==> src/rtl/coproc32016_pkg.sv <==
// rtl/coproc32016_pkg.sv - shared types, limits and byte-merge helper for the 32016 co-processor memory ports
package coproc32016_pkg;

    localparam int LATENCY_MAX = 7;

    typedef enum logic [2:0] {
        ST_IDLE,
        ST_READ,
        ST_RMW_RD,
        ST_WRITE,
        ST_DONE
    } sram_state_e;

    // Byte-lane merge: enabled lanes take the new data, the rest keep the old word.
    function automatic logic [31:0] be_merge(input logic [3:0]  be,
                                             input logic [31:0] new_data,
                                             input logic [31:0] old_data);
        logic [31:0] merged;
        merged = old_data;
        for (int i = 0; i < 4; i++) begin
            if (be[i]) begin
                merged[8*i +: 8] = new_data[8*i +: 8];
            end
        end
        return merged;
    endfunction

endpackage

==> src/rtl/io_sram_ctrl.sv <==
// rtl/io_sram_ctrl.sv - IO-bus to asynchronous 32-bit SRAM controller with read-modify-write byte writes
// Optional feature macro: IO_SRAM_POSTED_WRITE_EN (early acknowledge of full-word writes)
module io_sram_ctrl
    import coproc32016_pkg::*;
#(
    parameter int LATENCY = 1,
    parameter int AW      = 19
) (
    input  logic          clk,
    input  logic          rst,
    input  logic          sel,
    input  logic          io_rd,
    input  logic          io_wr,
    input  logic [AW+1:0] io_a,
    input  logic [3:0]    io_be,
    input  logic [31:0]   io_di,
    output logic [31:0]   io_q,
    output logic          io_ready,
    output logic          ram_cs_b,
    output logic          ram_oe_b,
    output logic          ram_wr_b,
    output logic [AW-1:0] ram_addr,
    output logic [31:0]   ram_dout,
    output logic          ram_dout_oe,
    input  logic [31:0]   ram_din
);

`ifdef IO_SRAM_POSTED_WRITE_EN
    localparam bit POSTED_WR = 1'b1;
`else
    localparam bit POSTED_WR = 1'b0;
`endif

    localparam logic [2:0] LAT_LOAD = (LATENCY > LATENCY_MAX) ? 3'(LATENCY_MAX) : 3'(LATENCY);

    sram_state_e   state_q, state_d;
    logic [2:0]    cnt_q, cnt_d;
    logic          cs_b_q, cs_b_d;
    logic          oe_b_q, oe_b_d;
    logic          wr_b_q, wr_b_d;
    logic [AW-1:0] addr_q, addr_d;
    logic [31:0]   dout_q, dout_d;
    logic          dout_oe_q, dout_oe_d;
    logic [31:0]   rdata_q, rdata_d;
    logic          ready_q, ready_d;
    logic          posted_q, posted_d;

    logic          unused_a_lsb;
    assign unused_a_lsb = ^io_a[1:0];

    always_comb begin
        state_d   = state_q;
        cnt_d     = cnt_q;
        cs_b_d    = cs_b_q;
        oe_b_d    = oe_b_q;
        wr_b_d    = wr_b_q;
        addr_d    = addr_q;
        dout_d    = dout_q;
        dout_oe_d = dout_oe_q;
        rdata_d   = rdata_q;
        ready_d   = 1'b0;
        posted_d  = posted_q;

        case (state_q)
            ST_IDLE: begin
                // The ready guard keeps a request still held in its ready cycle from restarting.
                if (sel && !ready_q && (io_rd || io_wr)) begin
                    addr_d = io_a[AW+1:2];
                    cnt_d  = LAT_LOAD;
                    if (io_rd) begin
                        state_d = ST_READ;
                        cs_b_d  = 1'b0;
                        oe_b_d  = 1'b0;
                    end else if (io_be == 4'hF) begin
                        state_d   = ST_WRITE;
                        cs_b_d    = 1'b0;
                        wr_b_d    = 1'b0;
                        dout_d    = io_di;
                        dout_oe_d = 1'b1;
                        if (POSTED_WR) begin
                            ready_d  = 1'b1;
                            posted_d = 1'b1;
                        end
                    end else if (io_be == 4'h0) begin
                        state_d = ST_DONE;
                        ready_d = 1'b1;
                    end else begin
                        state_d = ST_RMW_RD;
                        cs_b_d  = 1'b0;
                        oe_b_d  = 1'b0;
                    end
                end
            end
            ST_READ: begin
                if (cnt_q == 3'd0) begin
                    rdata_d = ram_din;
                    cs_b_d  = 1'b1;
                    oe_b_d  = 1'b1;
                    state_d = ST_DONE;
                    ready_d = 1'b1;
                end else begin
                    cnt_d = cnt_q - 3'd1;
                end
            end
            ST_RMW_RD: begin
                if (cnt_q == 3'd0) begin
                    dout_d    = be_merge(io_be, io_di, ram_din);
                    dout_oe_d = 1'b1;
                    oe_b_d    = 1'b1;
                    wr_b_d    = 1'b0;
                    cnt_d     = LAT_LOAD;
                    state_d   = ST_WRITE;
                end else begin
                    cnt_d = cnt_q - 3'd1;
                end
            end
            ST_WRITE: begin
                // Output enable stays on through DONE so the data outlives the write strobe.
                if (cnt_q == 3'd0) begin
                    cs_b_d  = 1'b1;
                    wr_b_d  = 1'b1;
                    state_d = ST_DONE;
                    ready_d = !posted_q;
                end else begin
                    cnt_d = cnt_q - 3'd1;
                end
            end
            ST_DONE: begin
                dout_oe_d = 1'b0;
                posted_d  = 1'b0;
                state_d   = ST_IDLE;
            end
            default: begin
                state_d = ST_IDLE;
            end
        endcase
    end

    always_ff @(posedge clk) begin
        if (rst) begin
            state_q   <= ST_IDLE;
            cnt_q     <= 3'd0;
            cs_b_q    <= 1'b1;
            oe_b_q    <= 1'b1;
            wr_b_q    <= 1'b1;
            addr_q    <= '0;
            dout_q    <= 32'd0;
            dout_oe_q <= 1'b0;
            rdata_q   <= 32'd0;
            ready_q   <= 1'b0;
            posted_q  <= 1'b0;
        end else begin
            state_q   <= state_d;
            cnt_q     <= cnt_d;
            cs_b_q    <= cs_b_d;
            oe_b_q    <= oe_b_d;
            wr_b_q    <= wr_b_d;
            addr_q    <= addr_d;
            dout_q    <= dout_d;
            dout_oe_q <= dout_oe_d;
            rdata_q   <= rdata_d;
            ready_q   <= ready_d;
            posted_q  <= posted_d;
        end
    end

    assign io_q        = rdata_q;
    assign io_ready    = ready_q;
    assign ram_cs_b    = cs_b_q;
    assign ram_oe_b    = oe_b_q;
    assign ram_wr_b    = wr_b_q;
    assign ram_addr    = addr_q;
    assign ram_dout    = dout_q;
    assign ram_dout_oe = dout_oe_q;

endmodule

==> config.mk <==
export PLATFORM = sky130hd
export DESIGN_NAME = io_sram_ctrl
export DESIGN_NICKNAME = d
export VERILOG_FILES = /design/src/rtl/coproc32016_pkg.sv /design/src/rtl/io_sram_ctrl.sv
export SDC_FILE = /design/constraint.sdc
export NUM_CORES = 1
export LEC_CHECK = 0
export ABC_CLOCK_PERIOD_IN_PS = 2400
export BUFFER_PORTS_ARGS = -buffer_cell sky130_fd_sc_hd__buf_4
export CAP_MARGIN = 20
export CORE_MARGIN = 8
export CORE_UTILIZATION = 47
export DETAILED_ROUTE_END_ITERATION = 10
export PLACE_DENSITY = 0.79
export SLEW_MARGIN = 5
export SYNTH_ARGS = -nofsm -noshare
export SYNTH_HDL_FRONTEND = slang
export SYNTH_SLANG_ARGS = --single-unit
==> constraint.sdc <==
create_clock -name clk -period 2.4 [get_ports clk]
set_clock_uncertainty 0.05 [all_clocks]
set_input_delay 0.24 -clock clk [delete_from_list [all_inputs] [get_ports clk]]
set_output_delay 0.24 -clock clk [all_outputs]
set_load 0.02 [all_outputs]
======== Word-level counts from Yosys, hierarchy flattened ========
Cells that the tools add are included.
storage, ports and cells
  bits in registers ....................... 94
  output and inout bits ................... 88
  logic and storage cells ................. 96
operators by class
  mux-type cells .......................... 45
  add/sub/neg operators ................... 1
  reduce and logical (&&, ||, !) cells .... 24
  equality and inequality tests ........... 16
operators by type and width
  kind                  number
  $mux W32              4
  $pmux W32 S2          1
  $mux W8               4
  $mux W3               9
  $mux W1               20
  $pmux W3 S3           2
  $reduce_and A5 Y1     3
  $ne A2 B2 Y1 const B  6
  $reduce_bool A3 Y1    3
  $eq A3 B2 Y1 const B  2
  $logic_not A3 Y1      2
  $ne A3 B3 Y1 const B  2
  $pmux W1 S2           3
  $pmux W1 S3           2
  $reduce_and A3 Y1     2
  $reduce_and A6 Y1     1
  $reduce_bool A2 Y1    3
  $eq A4 B4 Y1 const B  1
  $logic_not A4 Y1      1
  $ne A2 B1 Y1 const B  2
  $ne A4 B4 Y1 const B  1
  $reduce_and A2 Y1     2
  $reduce_and A4 Y1     1
  $reduce_or A2 Y1      2
  6 further kinds       7

======== Logic depth before layout (Yosys ltp) ========
  word-level depth ........................ 6
  depth in mapped cells ................... 8
  gate-level depth less buffers ........... 6

======== Worst setup path after synthesis ========
Ideal clock, no wire load.
  path type ............................... register to register
  start point ............................. register ready_q, in the netlist io_ready
  end point ............................... register dout_q[10], in the netlist ram_dout[10]
  arrival ................................. 1.492 ns
  clock period less this slack ............ 1.688 ns
  setup slack ............................. 0.712 ns
  required time ........................... 2.204 ns
  path buffers ............................ 1
  cell stages (with the launch flop) ...... 6
  cells stage by stage .................... dfxtp_1 nand2b_1 nor4_4 a21o_1 buf_4 a211oi_2
on the way
  longest elaborated chain between the ends .. 5
RTL lines
  element                            line                 source
  from (decl)                        io_sram_ctrl.sv:45   logic ready_q, ready_d;
  from (signal assigned)             io_sram_ctrl.sv:162  ready_q <= ready_d;
  $logic_not A1 Y1                   io_sram_ctrl.sv:67   if (sel && !ready_q && (io_rd || io_wr)) begin
  $logic_and A1 B1 Y1 (2 in series)  io_sram_ctrl.sv:67
  $ne A2 B2 Y1 (no line)             -
  $reduce_and A5 Y1 (no line)        -
  to (signal assigned)               io_sram_ctrl.sv:159  dout_q <= dout_d;
  to (decl)                          io_sram_ctrl.sv:42   logic [31:0] dout_q, dout_d;
Every way passes these cells.
A chain may end at the register's enable or synchronous reset.

======== Final worst setup path ========
  start point ............................. register cnt_q[0]
  end point ............................... register rdata_q[15], in the netlist io_q[15]
on the way
  longest elaborated chain between the ends .. 2
RTL lines
  element                      line                 source
  from (decl)                  io_sram_ctrl.sv:37   logic [2:0] cnt_q, cnt_d;
  from (signal assigned)       io_sram_ctrl.sv:154  cnt_q <= cnt_d;
  $logic_not A3 Y1             io_sram_ctrl.sv:95   if (cnt_q == 3'd0) begin
  $reduce_and A2 Y1 (no line)  -
  to (signal assigned)         io_sram_ctrl.sv:161  rdata_q <= rdata_d;
  to (decl)                    io_sram_ctrl.sv:44   logic [31:0] rdata_q, rdata_d;
Every way passes these cells.

==> run_results.csv <==
group,metric,value,unit
status,status,"finished clean",
clocking,cts.sinks,94,
timing,final-hold-violation-count,0,
clocking,cts_tree,"built",
final_layout,layout_commonest_cell,"buf_4",
synth,synth_warnings,0,
synth,synth_area,0.00416,sq mm
synth,ys_seq_area_share,45.3,%
drt,antenna_left,0,
placed_design,portBuffers,179,
setup_path,arrival,2.33,ns
setup_path,startpoint_type,"register",
grt,grt_max_degree,46,
grt,grt_pass1_wl,19500,microns
drt,wl,12600,microns
drt,drtIter0Drc,141,
die,num_rows,34,
synth,avgSynthCellArea,9.24,sq um
setup_path,crit_fanout,20,
setup_path,crit_chain,"inv_1, ha_1, and4bb_2, and2_1, buf_4, nand2_1, a21oi_1",
die,die_x,110,microns
placed_design,hpwlAfterDp,9630,microns
pwr,intPower,3.10,mW
clocking,cts_buffers,9,
setup_path,cp_num_buf_inv,2,
pwr,p_leak,2.33,nW
drt,wire_per_inst,17.3,microns
min_path,hp-class,"in -> reg",
clocking,path_clk_slew,0.08,ns
drt,drt_pass1_iterations,4,
final_layout,synthToLayoutAreaGrowth,38.4,%
grt,grt_pass1_vias,3936,
grt,gr-total-overflow,0,
final_layout,num_antenna_cells,0,
setup_path,crit_path_max_incr_delay,0.51,ns
timing,tightestPinTransition,0.696,ns
pwr,power.share.switching,38.4,%
final_layout,drive_gt1_share,40.0,%
die,ioPinCount,182,
pwr,p_switching,1.93,mW
pwr,clkPwrFrac,17.3,%
clocking,cts-root-buf,"clkbuf_8",
timing,maxSlewHeadroom,53.6,%
drt,drc,0,
timing,clock.fmax,474,MHz
die,core,0.00864,sq mm
clocking,postCtsResizedCells,0,
setup_path,cp_slowest_cell,"and2_1",
drt,vias,3915,
die,die_y,110,microns
final_layout,fillers,718,
final_layout,final_nets,714,
die,initial_core_util,48.1,%
clocking,post_cts_buffers,0,
setup_path,crit_family,"simple AND/OR/NAND/NOR gates",
die,die_area,0.0121,sq mm
grt,grt_antenna_before_repair,0,
clocking,htree_levels,3,
synth,netlist_instances,450,
final_layout,final_cell_mix,"192 x buf_4, 108 x nand2_1, 94 x dfxtp_1, 58 x a21oi_1, 33 x a211oi_1",
run,drv_cap,0,
timing,slew_violations,0,
pwr,seqPwrFrac,39.8,%
synth,synth_seq_cells,94,
clocking,clock_latency,0.35,ns
clocking,holdBufCountCts,0,
setup_path,cp-end-kind,"register",
pwr,comb_power_share,42.9,%
synth,syn-num-nets,546,
timing,fin_tns_setup,0,ns
placed_design,gp_congestion,0.808,
timing,period_share,87.9,%
synth,synth_cell_types,37,
setup_path,worstSetupPathType,"reg -> reg",
timing,rsz0062_at_grt,"no",
pwr,peakVddDrop,0.431,mV
pwr,pwr_density_cell,875,mW/mm^2
clocking,max-clock-path-buffers,2,
drt,viasPerCell,5.38,
timing,setup_violations,0,
grt,track_usage,20.2,%
pwr,total_power,5.03,mW
timing,min_period,2.11,ns
setup_path,crit_required,2.62,ns
==> layer usage <==
metal / global-route usage, % / part of all wire (%)
met3: 8.20 / 12
met1: 23.0 / 39
met5: 0 / 0
met4: 7.23 / 1.4
met2: 33.3 / 48
==> cells in the mapped netlist <==
library cell	instances	area (sq um)
nor2_1	9	33.8
nor4_1	2	12.5
a221oi_1	1	8.76
dfxtp_1	94	1880
o31ai_1	2	15.0
nand4_1	1	6.26
a21o_1	1	7.51
o21ai_0	4	20.0
ha_1	2	25.0
nor2b_1	1	6.26
inv_1	5	18.8
buf_2	13	65.1
or4_1	4	30.0
mux2_2	1	11.3
mux2i_1	32	320
nand2b_1	3	18.8
nand2_1	108	405
nor2_2	1	6.26
a211oi_1	33	248
nor3_2	1	10.0
buf_6	1	11.3
nor4_4	1	21.3
o21a_1	1	7.51
buf_4	3	22.5
xnor2_1	1	8.76
nor2_8	4	80.1
and2_1	2	12.5
and4bb_2	1	12.5
a211oi_2	32	400
or2_4	1	8.76
clkbuf_1	20	75.1
a21oi_1	58	290
nor3_1	2	10.0
o32ai_1	2	17.5
a221o_1	1	10.0
or3b_1	1	8.76
a2111oi_0	1	8.76
==> worst paths after layout <==
kind,cells after the start,start,end,slack [ns]
max reg2reg,7,cnt_q[0],io_q[15],0.29
max,7,cnt_q[0],io_q[15],0.29
min,3,io_a[17],ram_addr[15],0.08
min reg2reg,2,ram_addr[17],ram_addr[17],0.41
==> worst register-to-register path, cell delays in order (launching register included) <==
cell and delay [ns]:
dfxtp_1 0.33, inv_1 0.08, ha_1 0.20, and4bb_2 0.30, and2_1 0.52, buf_4 0.36, nand2_1 0.09, a21oi_1 0.13
==> power groups by stage <==
stage               registers, mW  logic (mW)  clock network, mW
global route                 2.04        2.34              0.944
floorplan                    2.31        1.06                  0
global placement             2.03        2.12                  0
CTS                          2.00        2.17              0.892
detailed placement           2.04        2.17                  0
finish                       2.00        2.16              0.870
==> logic make-up after synthesis <==
kind of cell | synth area share (%)
simple gates | 16.4
compound gates | 24.9
flops | 45.3
buf+inv | 4.64
mux | 7.98
fa+ha+maj | 0.602
xor+xnor | 0.211
==> sequential cells by signal, indices dropped and copies added (netlist names) <==
signal	flops
ram_wr_b	1
io_q	32
ram_dout	32
cnt_q	3
ram_oe_b	1
ram_dout_oe	1
ram_cs_b	1
ram_addr	19
state_q	3
io_ready	1
==> per-stage QoR <==
stage / util, % / instances / worst slack, ns / area, sq um / hold WS (ns)
floorplan: - / 450 / 0.712 / 4160 / 0.326
global placement: 64.9 / 715 / 0.384 / 5610 / 0.392
detailed placement: 64.9 / 715 / 0.312 / 5610 / 0.397
CTS: 66.6 / 728 / 0.295 / 5750 / 0.0660
global route: 66.6 / 728 / 0.142 / 5750 / 0.0706
finish: 66.6 / 728 / 0.289 / 5750 / 0.0801
==> area by class of cell <==
class / count / area, sq um / share of cell area (%)
tap: 108 / 135 / 2.35
inverter: 5 / 18.8 / 0.326
sequential: 94 / 1880 / 32.7
clock inverter: 2 / 12.5 / 0.218
timing repair buffer: 194 / 1480 / 25.8
multi-input combinational: 314 / 2090 / 36.3
clock buffer: 11 / 131 / 2.28
No activity file was read; power rests on OpenSTA's default activity.
